===== src/rtl/pong_round_sequencer_if.sv =====
// Bundle of frame timing, round result and gating signals around the pong round sequencer.
// ROUND_PAUSE_EN adds the pause request line.
interface pong_round_sequencer_if;
  logic       screen_end;
  logic       start;
  logic [2:0] winner_in;
`ifdef ROUND_PAUSE_EN
  logic       pause;
`endif
  logic       ball_hold;
  logic       paddles_en;
  logic       frame_tick;
  logic [3:0] p1_score;
  logic [3:0] p2_score;
  logic [2:0] seg_value;
  logic       match_over;
  logic [2:0] state;

  // Sequencer side
  modport slave (
`ifdef ROUND_PAUSE_EN
    input  pause,
`endif
    input  screen_end, start, winner_in,
    output ball_hold, paddles_en, frame_tick, p1_score, p2_score, seg_value, match_over, state
  );

  // Environment side (timing generator, processor, paddles, display)
  modport master (
`ifdef ROUND_PAUSE_EN
    output pause,
`endif
    output screen_end, start, winner_in,
    input  ball_hold, paddles_en, frame_tick, p1_score, p2_score, seg_value, match_over, state
  );
endinterface


===== src/rtl/pong_round_sequencer.sv =====
// Frame-synchronous round sequencer for pong: IDLE -> SERVE -> PLAY -> SCORED -> (SERVE|GAMEOVER).
// Keeps both scores, gates ball and paddles, and drives the 7-segment value.
// Optional macro ROUND_PAUSE_EN adds a pause toggle (PAUSED state, encoding 5) from PLAY.
module pong_round_sequencer #(
  parameter int unsigned SERVE_FRAMES = 60,
  parameter int unsigned HOLD_FRAMES  = 90,
  parameter int unsigned WIN_SCORE    = 5,
  parameter int unsigned CNT_W        = 8
) (
  input logic                   clk,
  input logic                   reset,
  pong_round_sequencer_if.slave bus
);

  localparam logic [2:0] ST_IDLE     = 3'd0;
  localparam logic [2:0] ST_SERVE    = 3'd1;
  localparam logic [2:0] ST_PLAY     = 3'd2;
  localparam logic [2:0] ST_SCORED   = 3'd3;
  localparam logic [2:0] ST_GAMEOVER = 3'd4;
`ifdef ROUND_PAUSE_EN
  localparam logic [2:0] ST_PAUSED   = 3'd5;
`endif

  localparam logic [CNT_W-1:0] SERVE_LAST = CNT_W'(SERVE_FRAMES - 1);
  localparam logic [CNT_W-1:0] HOLD_LAST  = CNT_W'(HOLD_FRAMES - 1);
  localparam logic [3:0]       WIN_PTS    = 4'(WIN_SCORE);

  logic             r_armed, r_se_q, r_frame_tick;
  logic [2:0]       r_state, w_state_d;
  logic [CNT_W-1:0] r_cnt, w_cnt_d;
  logic [3:0]       r_p1, w_p1_d, r_p2, w_p2_d;
  logic [1:0]       r_scorer, w_scorer_d;
  logic             r_ball_hold, w_ball_hold;
  logic             r_paddles_en, w_paddles_en;
  logic             r_match_over, w_match_over;
  logic [2:0]       r_seg, w_seg;
`ifdef ROUND_PAUSE_EN
  logic             r_pause_q;
  logic             w_pause_rise;

  assign w_pause_rise = bus.pause & ~r_pause_q & r_armed;

  // Pause edge detector history
  always_ff @(posedge clk or negedge reset) begin
    if (!reset) r_pause_q <= 1'b0;
    else        r_pause_q <= bus.pause;
  end
`endif

  // screen_end edge detect; r_armed suppresses a tick when screen_end is already high at release
  always_ff @(posedge clk or negedge reset) begin
    if (!reset) begin
      r_armed      <= 1'b0;
      r_se_q       <= 1'b0;
      r_frame_tick <= 1'b0;
    end else begin
      r_armed      <= 1'b1;
      r_se_q       <= bus.screen_end;
      r_frame_tick <= bus.screen_end & ~r_se_q & r_armed;
    end
  end

  // Next-state, frame counter and score logic
  always_comb begin
    w_state_d  = r_state;
    w_cnt_d    = r_cnt;
    w_p1_d     = r_p1;
    w_p2_d     = r_p2;
    w_scorer_d = r_scorer;
    case (r_state)
      ST_IDLE, ST_GAMEOVER: begin
        if (bus.start) begin
          w_state_d = ST_SERVE;
          w_cnt_d   = '0;
          w_p1_d    = 4'd0;
          w_p2_d    = 4'd0;
        end
      end
      ST_SERVE: begin
        if (r_frame_tick) begin
          if (r_cnt == SERVE_LAST) begin
            w_state_d = ST_PLAY;
            w_cnt_d   = '0;
          end else begin
            w_cnt_d = r_cnt + 1'b1;
          end
        end
      end
      ST_PLAY: begin
`ifdef ROUND_PAUSE_EN
        if (w_pause_rise) w_state_d = ST_PAUSED;
        else
`endif
        if (r_frame_tick && (bus.winner_in == 3'd1 || bus.winner_in == 3'd2)) begin
          w_state_d = ST_SCORED;
          w_cnt_d   = '0;
          if (bus.winner_in == 3'd1) begin
            w_scorer_d = 2'd1;
            if (r_p1 < WIN_PTS) w_p1_d = r_p1 + 4'd1;
          end else begin
            w_scorer_d = 2'd2;
            if (r_p2 < WIN_PTS) w_p2_d = r_p2 + 4'd1;
          end
        end
      end
      ST_SCORED: begin
        if (r_frame_tick) begin
          if (r_cnt == HOLD_LAST) begin
            w_cnt_d   = '0;
            w_state_d = (r_p1 >= WIN_PTS || r_p2 >= WIN_PTS) ? ST_GAMEOVER : ST_SERVE;
          end else begin
            w_cnt_d = r_cnt + 1'b1;
          end
        end
      end
`ifdef ROUND_PAUSE_EN
      ST_PAUSED: begin
        if (w_pause_rise) w_state_d = ST_PLAY;
      end
`endif
      default: begin
        w_state_d = ST_IDLE;
        w_cnt_d   = '0;
      end
    endcase
  end

  // Output decode from the next state so outputs move on the same edge as the state
  always_comb begin
    w_ball_hold  = 1'b1;
    w_paddles_en = 1'b0;
    w_match_over = 1'b0;
    w_seg        = 3'd0;
    case (w_state_d)
      ST_SERVE:    w_paddles_en = 1'b1;
      ST_PLAY: begin
        w_ball_hold  = 1'b0;
        w_paddles_en = 1'b1;
      end
      ST_SCORED:   w_seg = {1'b0, w_scorer_d};
      // The last scorer is always the one who reached WIN_SCORE
      ST_GAMEOVER: begin
        w_match_over = 1'b1;
        w_seg        = {1'b0, w_scorer_d};
      end
      default: ;
    endcase
  end

  // State, counter, scores and registered outputs
  always_ff @(posedge clk or negedge reset) begin
    if (!reset) begin
      r_state      <= ST_IDLE;
      r_cnt        <= '0;
      r_p1         <= 4'd0;
      r_p2         <= 4'd0;
      r_scorer     <= 2'd0;
      r_ball_hold  <= 1'b1;
      r_paddles_en <= 1'b0;
      r_match_over <= 1'b0;
      r_seg        <= 3'd0;
    end else begin
      r_state      <= w_state_d;
      r_cnt        <= w_cnt_d;
      r_p1         <= w_p1_d;
      r_p2         <= w_p2_d;
      r_scorer     <= w_scorer_d;
      r_ball_hold  <= w_ball_hold;
      r_paddles_en <= w_paddles_en;
      r_match_over <= w_match_over;
      r_seg        <= w_seg;
    end
  end

  assign bus.ball_hold  = r_ball_hold;
  assign bus.paddles_en = r_paddles_en;
  assign bus.frame_tick = r_frame_tick;
  assign bus.p1_score   = r_p1;
  assign bus.p2_score   = r_p2;
  assign bus.seg_value  = r_seg;
  assign bus.match_over = r_match_over;
  assign bus.state      = r_state;

endmodule


===== src/flat_wrapper.sv =====
// flat-port wrapper written by rule: the top's interface ports become plain ports
module pong_round_sequencer_flat 
#(
  parameter int unsigned SERVE_FRAMES = 60,
  parameter int unsigned HOLD_FRAMES  = 90,
  parameter int unsigned WIN_SCORE    = 5,
  parameter int unsigned CNT_W        = 8
)
  (clk, reset, bus_screen_end, bus_start, bus_winner_in, bus_ball_hold, bus_paddles_en, bus_frame_tick, bus_p1_score, bus_p2_score, bus_seg_value, bus_match_over, bus_state);
  pong_round_sequencer_if bus_i ();
  input logic clk;
  input logic reset;
  input wire logic [$bits(bus_i.screen_end)-1:0] bus_screen_end;
  input wire logic [$bits(bus_i.start)-1:0] bus_start;
  input wire logic [$bits(bus_i.winner_in)-1:0] bus_winner_in;
  output wire logic [$bits(bus_i.ball_hold)-1:0] bus_ball_hold;
  output wire logic [$bits(bus_i.paddles_en)-1:0] bus_paddles_en;
  output wire logic [$bits(bus_i.frame_tick)-1:0] bus_frame_tick;
  output wire logic [$bits(bus_i.p1_score)-1:0] bus_p1_score;
  output wire logic [$bits(bus_i.p2_score)-1:0] bus_p2_score;
  output wire logic [$bits(bus_i.seg_value)-1:0] bus_seg_value;
  output wire logic [$bits(bus_i.match_over)-1:0] bus_match_over;
  output wire logic [$bits(bus_i.state)-1:0] bus_state;
  assign bus_i.screen_end = bus_screen_end;
  assign bus_i.start = bus_start;
  assign bus_i.winner_in = bus_winner_in;
  assign bus_ball_hold = bus_i.ball_hold;
  assign bus_paddles_en = bus_i.paddles_en;
  assign bus_frame_tick = bus_i.frame_tick;
  assign bus_p1_score = bus_i.p1_score;
  assign bus_p2_score = bus_i.p2_score;
  assign bus_seg_value = bus_i.seg_value;
  assign bus_match_over = bus_i.match_over;
  assign bus_state = bus_i.state;
  pong_round_sequencer #(.SERVE_FRAMES(SERVE_FRAMES), .HOLD_FRAMES(HOLD_FRAMES), .WIN_SCORE(WIN_SCORE), .CNT_W(CNT_W)) u_core (.clk(clk), .reset(reset), .bus(bus_i));
endmodule

===== config.mk =====
export PLATFORM = sky130hd
export DESIGN_NAME = pong_round_sequencer_flat
export DESIGN_NICKNAME = d
export VERILOG_FILES = /design/src/rtl/pong_round_sequencer_if.sv /design/src/rtl/pong_round_sequencer.sv /design/src/flat_wrapper.sv
export SDC_FILE = /design/constraint.sdc
export NUM_CORES = 1
export LEC_CHECK = 0
export CAP_MARGIN = 20
export CORE_MARGIN = 8
export CORE_UTILIZATION = 35
export DETAILED_ROUTE_END_ITERATION = 8
export PLACE_DENSITY = 0.56
export SYNTH_ARGS = -nofsm -noshare
export SYNTH_HDL_FRONTEND = slang
export SYNTH_SLANG_ARGS = --single-unit
export TNS_END_PERCENT = 100

===== constraint.sdc =====
create_clock -name clk -period 2.75 [get_ports clk]
set_input_delay 0.55 -clock clk [delete_from_list [all_inputs] [get_ports clk]]
set_output_delay 0.55 -clock clk [all_outputs]
set_load 0.1 [all_outputs]

### Word-level counts from Yosys, hierarchy flattened

Cells that the tools add are included.

* bits in registers: 29
* output and inout port bits: 18
* word-level logic and storage cells: 84

* $add $sub $neg: 3
* order comparisons: 4
* equality and inequality tests: 20
* muxes and demuxes: 31
* bitwise logic cells: 3
* reduce and logical (&&, ||, !) cells: 11

Operators with widths (count)
* two-way mux 8 bit: 6
* one-hot mux 8 bit (4 select lines): 1
* two-way mux 4 bit: 7
* two-way mux 3 bit: 7
* one-hot mux 4 bit (2 select lines): 2
* == test 3 x 2 -> 1 bit, second input constant: 5
* != test 2 x 1 -> 1 bit, second input constant: 6
* one-hot mux 3 bit (4 select lines): 1
* AND reduction 5 bit: 2
* == test 3 x 1 -> 1 bit, second input constant: 3
* adder 4 x 1 -> 4 bit, second input constant: 2
* adder 8 x 1 -> 8 bit, second input constant: 1
* == test 8 x 6 -> 1 bit, second input constant: 1
* == test 8 x 7 -> 1 bit, second input constant: 1
* greater-or-equal comparator 4 x 3 -> 1 bit, second input constant: 2
* < comparator 4 x 3 -> 1 bit, second input constant: 2
* two-way mux 2 bit: 4
* == test 3 bit, second input constant: 2
* OR reduction 2 bit: 3
* != test 2 bit, second input constant: 2
* AND reduction 4 bit: 1
* logical NOT 3 bit: 1
* two-way mux 1 bit: 3
* bitwise AND 1 bit: 2
* 4 further kinds: 5

### Longest topological paths before layout

* depth in word-level cells: 9
* gate-level depth with buffers: 7
* depth with buffers taken out: 7

### Worst setup path before layout

Ideal clock, no wire load.

* kind: flip-flop to flip-flop
* from: reg u_core.r_state[1] (netlist: u_core.bus.state[1])
* to: reg u_core.r_p2[3] (netlist: u_core.bus.p2_score[3])
* setup time: 0.076 ns
* data arrival time: 2.367 ns
* required time: 2.674 ns
* slack: 0.306 ns
* cell stages (with the launch flop): 7
* path buffers: 1
* clock period less this slack: 2.444 ns
* cells stage by stage: dfrtp_1 -> or3b_1 -> buf_6 -> o41ai_4 -> o21a_1 -> a41oi_1 -> nor2_1

* word-level cells in the longest chain between the ends: 4
* elaborated cells on any way between the ends: 11
* those cells by class: eq/ne (6); mux (1); reduce/logical (4)

Ends and longest elaborated chain
* start, declared: RTL line pong_round_sequencer.sv:29 `logic [2:0] r_state, w_state_d;`
* start signal, assigned: RTL line pong_round_sequencer.sv:163 `r_state <= w_state_d;`
* == test 3 bit / logical NOT 3 bit (equally long branches): RTL line pong_round_sequencer.sv:70 `case (r_state)`
* OR reduction 2 bit: RTL line pong_round_sequencer.sv:70
* != test 2 bit (no source line) / nonzero test 2 bit (equally long branches)
* AND reduction 5 bit (no source line)
* end signal, assigned: RTL line pong_round_sequencer.sv:166 `r_p2 <= w_p2_d;`
* end, declared: RTL line pong_round_sequencer.sv:31 `logic [3:0] r_p1, w_p1_d, r_p2, w_p2_d;`

Several ways; a longest one is shown, not always the timed one.
A chain may end at the register's enable or synchronous reset.

### Worst setup path after layout

* from: reg u_core.r_cnt[0]
* to: reg u_core.r_cnt[7]

* word-level cells in the longest chain between the ends: 4
* elaborated cells on any way between the ends: 8
* those cells by class: add/sub (1); eq/ne (2); mux (5)

Ends and longest elaborated chain
* start, declared: RTL line pong_round_sequencer.sv:30 `logic [CNT_W-1:0] r_cnt, w_cnt_d;`
* start signal, assigned: RTL line pong_round_sequencer.sv:164 `r_cnt <= w_cnt_d;`
* adder 8 x 1 -> 8 bit, or another cell as far along: RTL line pong_round_sequencer.sv:85, pong_round_sequencer.sv:112
* two-way mux 8 bit, on equally long branches: RTL line pong_round_sequencer.sv:108, pong_round_sequencer.sv:81
* two-way mux 8 bit, on equally long branches: RTL line pong_round_sequencer.sv:107, pong_round_sequencer.sv:80
* one-hot mux 8 bit (4 select lines) *: RTL line pong_round_sequencer.sv:70

Every way passes the cells marked *; elsewhere a longest branch is shown, timed or not. The select of a mux whose other input is x is not followed.

==> results.md <==
* Post-Route Setup TNS at 0 ns
* Ant diodes at 0
* Flops & latches, synth at 29
* Die Height at approximately 83 µm
* Mapped cell area at 0.001590 mm²
* CTS Buf Count at 5
* P&R area growth vs syn at 20.22%
* Pre-CTS WS at 0.3303 ns
* WP data arrival at 2.36 ns
* Top cell type by total area after synthesis: dfrtp_1
* Worst-Margin Slew at 0.6709 ns
* Postcts setup bufs at 0
* Vias in the first global route at 1235
* Critical path type: reg -> reg
* Final Hold Viols at 0
* Drt pass-1 iters at 4
* Die width at 83.41 µm
* Leakage at 0.9094 nW
* Root buffer cell: clkbuf_8
* Synth warn at 0
* DRC Markers at 0
* Sequential share of the synthesized area at 45.71%
* Type of destination of the critical path: register
* Core area at 0.004354 mm²
* Bufs on Longest Clock Path at 2
* Vias per cell at 5.180
* Crit path buf inv count at 0
* Top-count cell post-synth: dfrtp_1
* Iteration-0 DRC Markers at 42
* RSZ-0062 raised after global routing: false
* Critical-path cell list: ha_1, and4b_1, mux2i_1, o41ai_2, o21ai_0, a22o_1
* Main flop type after synthesis: dfrtp_1
* Fill cells at around 430
* TritonCTS clock tree: done
* Slew Viols, Final at 0
* Worst VDD drop at roughly 0.26 mV
* Synth cell count leaders: dfrtp_1 (28), inv_1 (13), nand2_1 (11), nor2_1 (11), o21ai_0 (11)
* First-pass GRT wire length at 6147 µm
* Synth top area share at 44.06%
* CTS clock-pin slew for the worst setup and hold paths at 0.06 ns
* Routed vias at 1238
* Number of synthesized flops with an enable pin at 0
* Critical path's largest stage delay at 0.55 ns
* Input/output buffers at 23
* Synth Instances at 157
* Nets@finish at ~200
* GP Congestion at 0.8407
* Clk sink count at 29
* Post-DP HPWL at 2773 µm
* Outcome: completed
* Slew HR at 54.79%
* Routed wire length at around 3700 µm
* Crit path max fanout at 9
* CP max-delay cell: o41ai_2
* Pin count of the biggest net entering global routing at 30
* Global route total overflow at 0
* Design area at 0.001912 mm²
* Dpl cell area at ~0.0018 mm²
* I/O pin total at 25
* Final clock skew at between 0.005 and 0.006 ns
* Worst endpoint required time at 2.91 ns
* Cell Rows at 24
* Startpoint class of the critical path: register
* Synth top area cells: dfrtp_1 (44%), ha_1 (6.3%), o21ai_0 (3.5%), inv_1 (3.1%), nand2_1 (2.6%)
* Clock period minus worst slack at 2.203 ns
* Initial core utilization at 36.52%
* Worst hold path class: reg -> reg
* Die Area at 0.006956 mm²
* Final period util at 80.12%
* Avg Cell Area, Syn at slightly above 10 µm²
* Max cap viols at 0
* Fmax at 453.8 MHz
* Layout cells sized above 1 at 18.72%
* CTS Hold Buffers Added at 0
* Clock H-tree levels at 2
* Resize count post-CTS at 0
* Final number of setup-violating endpoints at 0
* PD cells at 600.1 mW/mm²
* Net Count, Synth at 172
* Worst setup margin at 0.5466 ns
* Clk_lat worst skew at 0.27 ns
* Top Family by Delay on Critical Path: compound AO/OA/AOI/OAI gates
* Wire per inst at 15.28 µm
* GRT Resource Usage Total at 10.75%
* Initial antenna violation count at 0
* Antenna-violating nets left at 0
* Async set or reset register ratio after synthesis at 100.0%
* Distinct cell type count after synthesis at 47
per-layer routing:
| metal | track usage [%] | routed length, µm | share of wire (%) | vias up |
|---|---|---|---|---|
| li1 | - | - | - | 618 |
| met3 | 3.418 | 143 | 3.9 | 2 |
| met1 | 12.69 | 1680 | 46 | 601 |
| met2 | 17.33 | 1793 | 49 | 17 |
| met4 | 4.792 | 35 | 0.96 | 0 |
| met5 | 0 | 0 | 0 | - |
report_power, final:
group | switching, mW | total, mW | internal (mW)
combinational | 0.210 | 0.297 | 0.0874
clock | 0.152 | 0.331 | 0.179
sequential | 0.0520 | 0.519 | 0.467
total | 0.414 | 1.15 | 0.733
kinds of logic after synthesis:
family,after synthesis,share of synthesized area [%]
AO/OA/AOI/OAI,36,17.63
AND/OR/NAND/NOR,60,21.40
adder cells (fa/ha/maj),8,6.295
buffers and inverters,15,4.249
flip-flops,29,45.71
XOR/XNOR,4,2.203
multiplexers,3,2.046
other,2,0.4722
flip-flops by register name, indices dropped and copies added (netlist names):
name	cells
u_core.bus.p2_score	4
u_core.bus.match_over	1
u_core.r_se_q	1
u_core.bus.paddles_en	1
u_core.r_armed	1
u_core.bus.p1_score	4
u_core.r_scorer	2
u_core.r_cnt	8
u_core.bus.state	3
u_core.bus.frame_tick	1
u_core.bus.seg_value	2
u_core.bus.ball_hold	1
per-stage QoR:
| stage | total power [mW] | hold WS (ns) | util [%] | instances |
|---|---|---|---|---|
| after CTS | 1.164 | 0.4001 | 43.91 | 239 |
| after global placement | 0.8225 | 0.3821 | 42.07 | 231 |
| after global routing | 1.214 | 0.4083 | 43.91 | 239 |
| after floorplan | 0.7386 | 0.2544 | - | 157 |
| final | 1.147 | 0.3959 | 43.91 | 239 |
| after detailed placement | 0.8250 | 0.3966 | 42.07 | 231 |
layout by cell type, fill, tap and decap left out, types with 3 or more instances in the layout:
master	instances
o211ai_1	3
o21ai_0	11
clkdlybuf4s50_1	6
clkbuf_8	5
o21a_1	3
clkbuf_1	3
nand2_1	11
and3_1	4
nor2b_1	4
buf_4	18
nor3_1	6
inv_1	13
nor2_1	11
dfrtp_1	28
nand3_1	7
xnor2_1	4
ha_1	8
area by class of cell:
| cell class | instances | area (µm²) | share of cell area (%) |
|---|---|---|---|
| clock buffer | 8 | 80.08 | 4.188 |
| inverter | 13 | 48.80 | 2.552 |
| multi-input combinational | 113 | 795.8 | 41.62 |
| sequential | 29 | 726.9 | 38.02 |
| tap | 52 | 65.06 | 3.403 |
| timing repair buffer | 24 | 195.2 | 10.21 |
path summary, 6_finish.rpt:
kind	start	to	slack (ns)	cells after the start
worst max-delay path	u_core.r_cnt[0]	u_core.r_cnt[7]	0.55	6
worst min-delay path	u_core.r_se_q	u_core.bus.frame_tick	0.40	1
worst max register to register	u_core.r_cnt[0]	u_core.r_cnt[7]	0.55	6
worst min register to register	u_core.r_se_q	u_core.bus.frame_tick	0.40	1
max in group asynchronous	reset	u_core.bus.ball_hold	1.75	2
min in group asynchronous	reset	u_core.bus.p1_score[0]	0.67	2
Power figures use the tool's default switching activity.
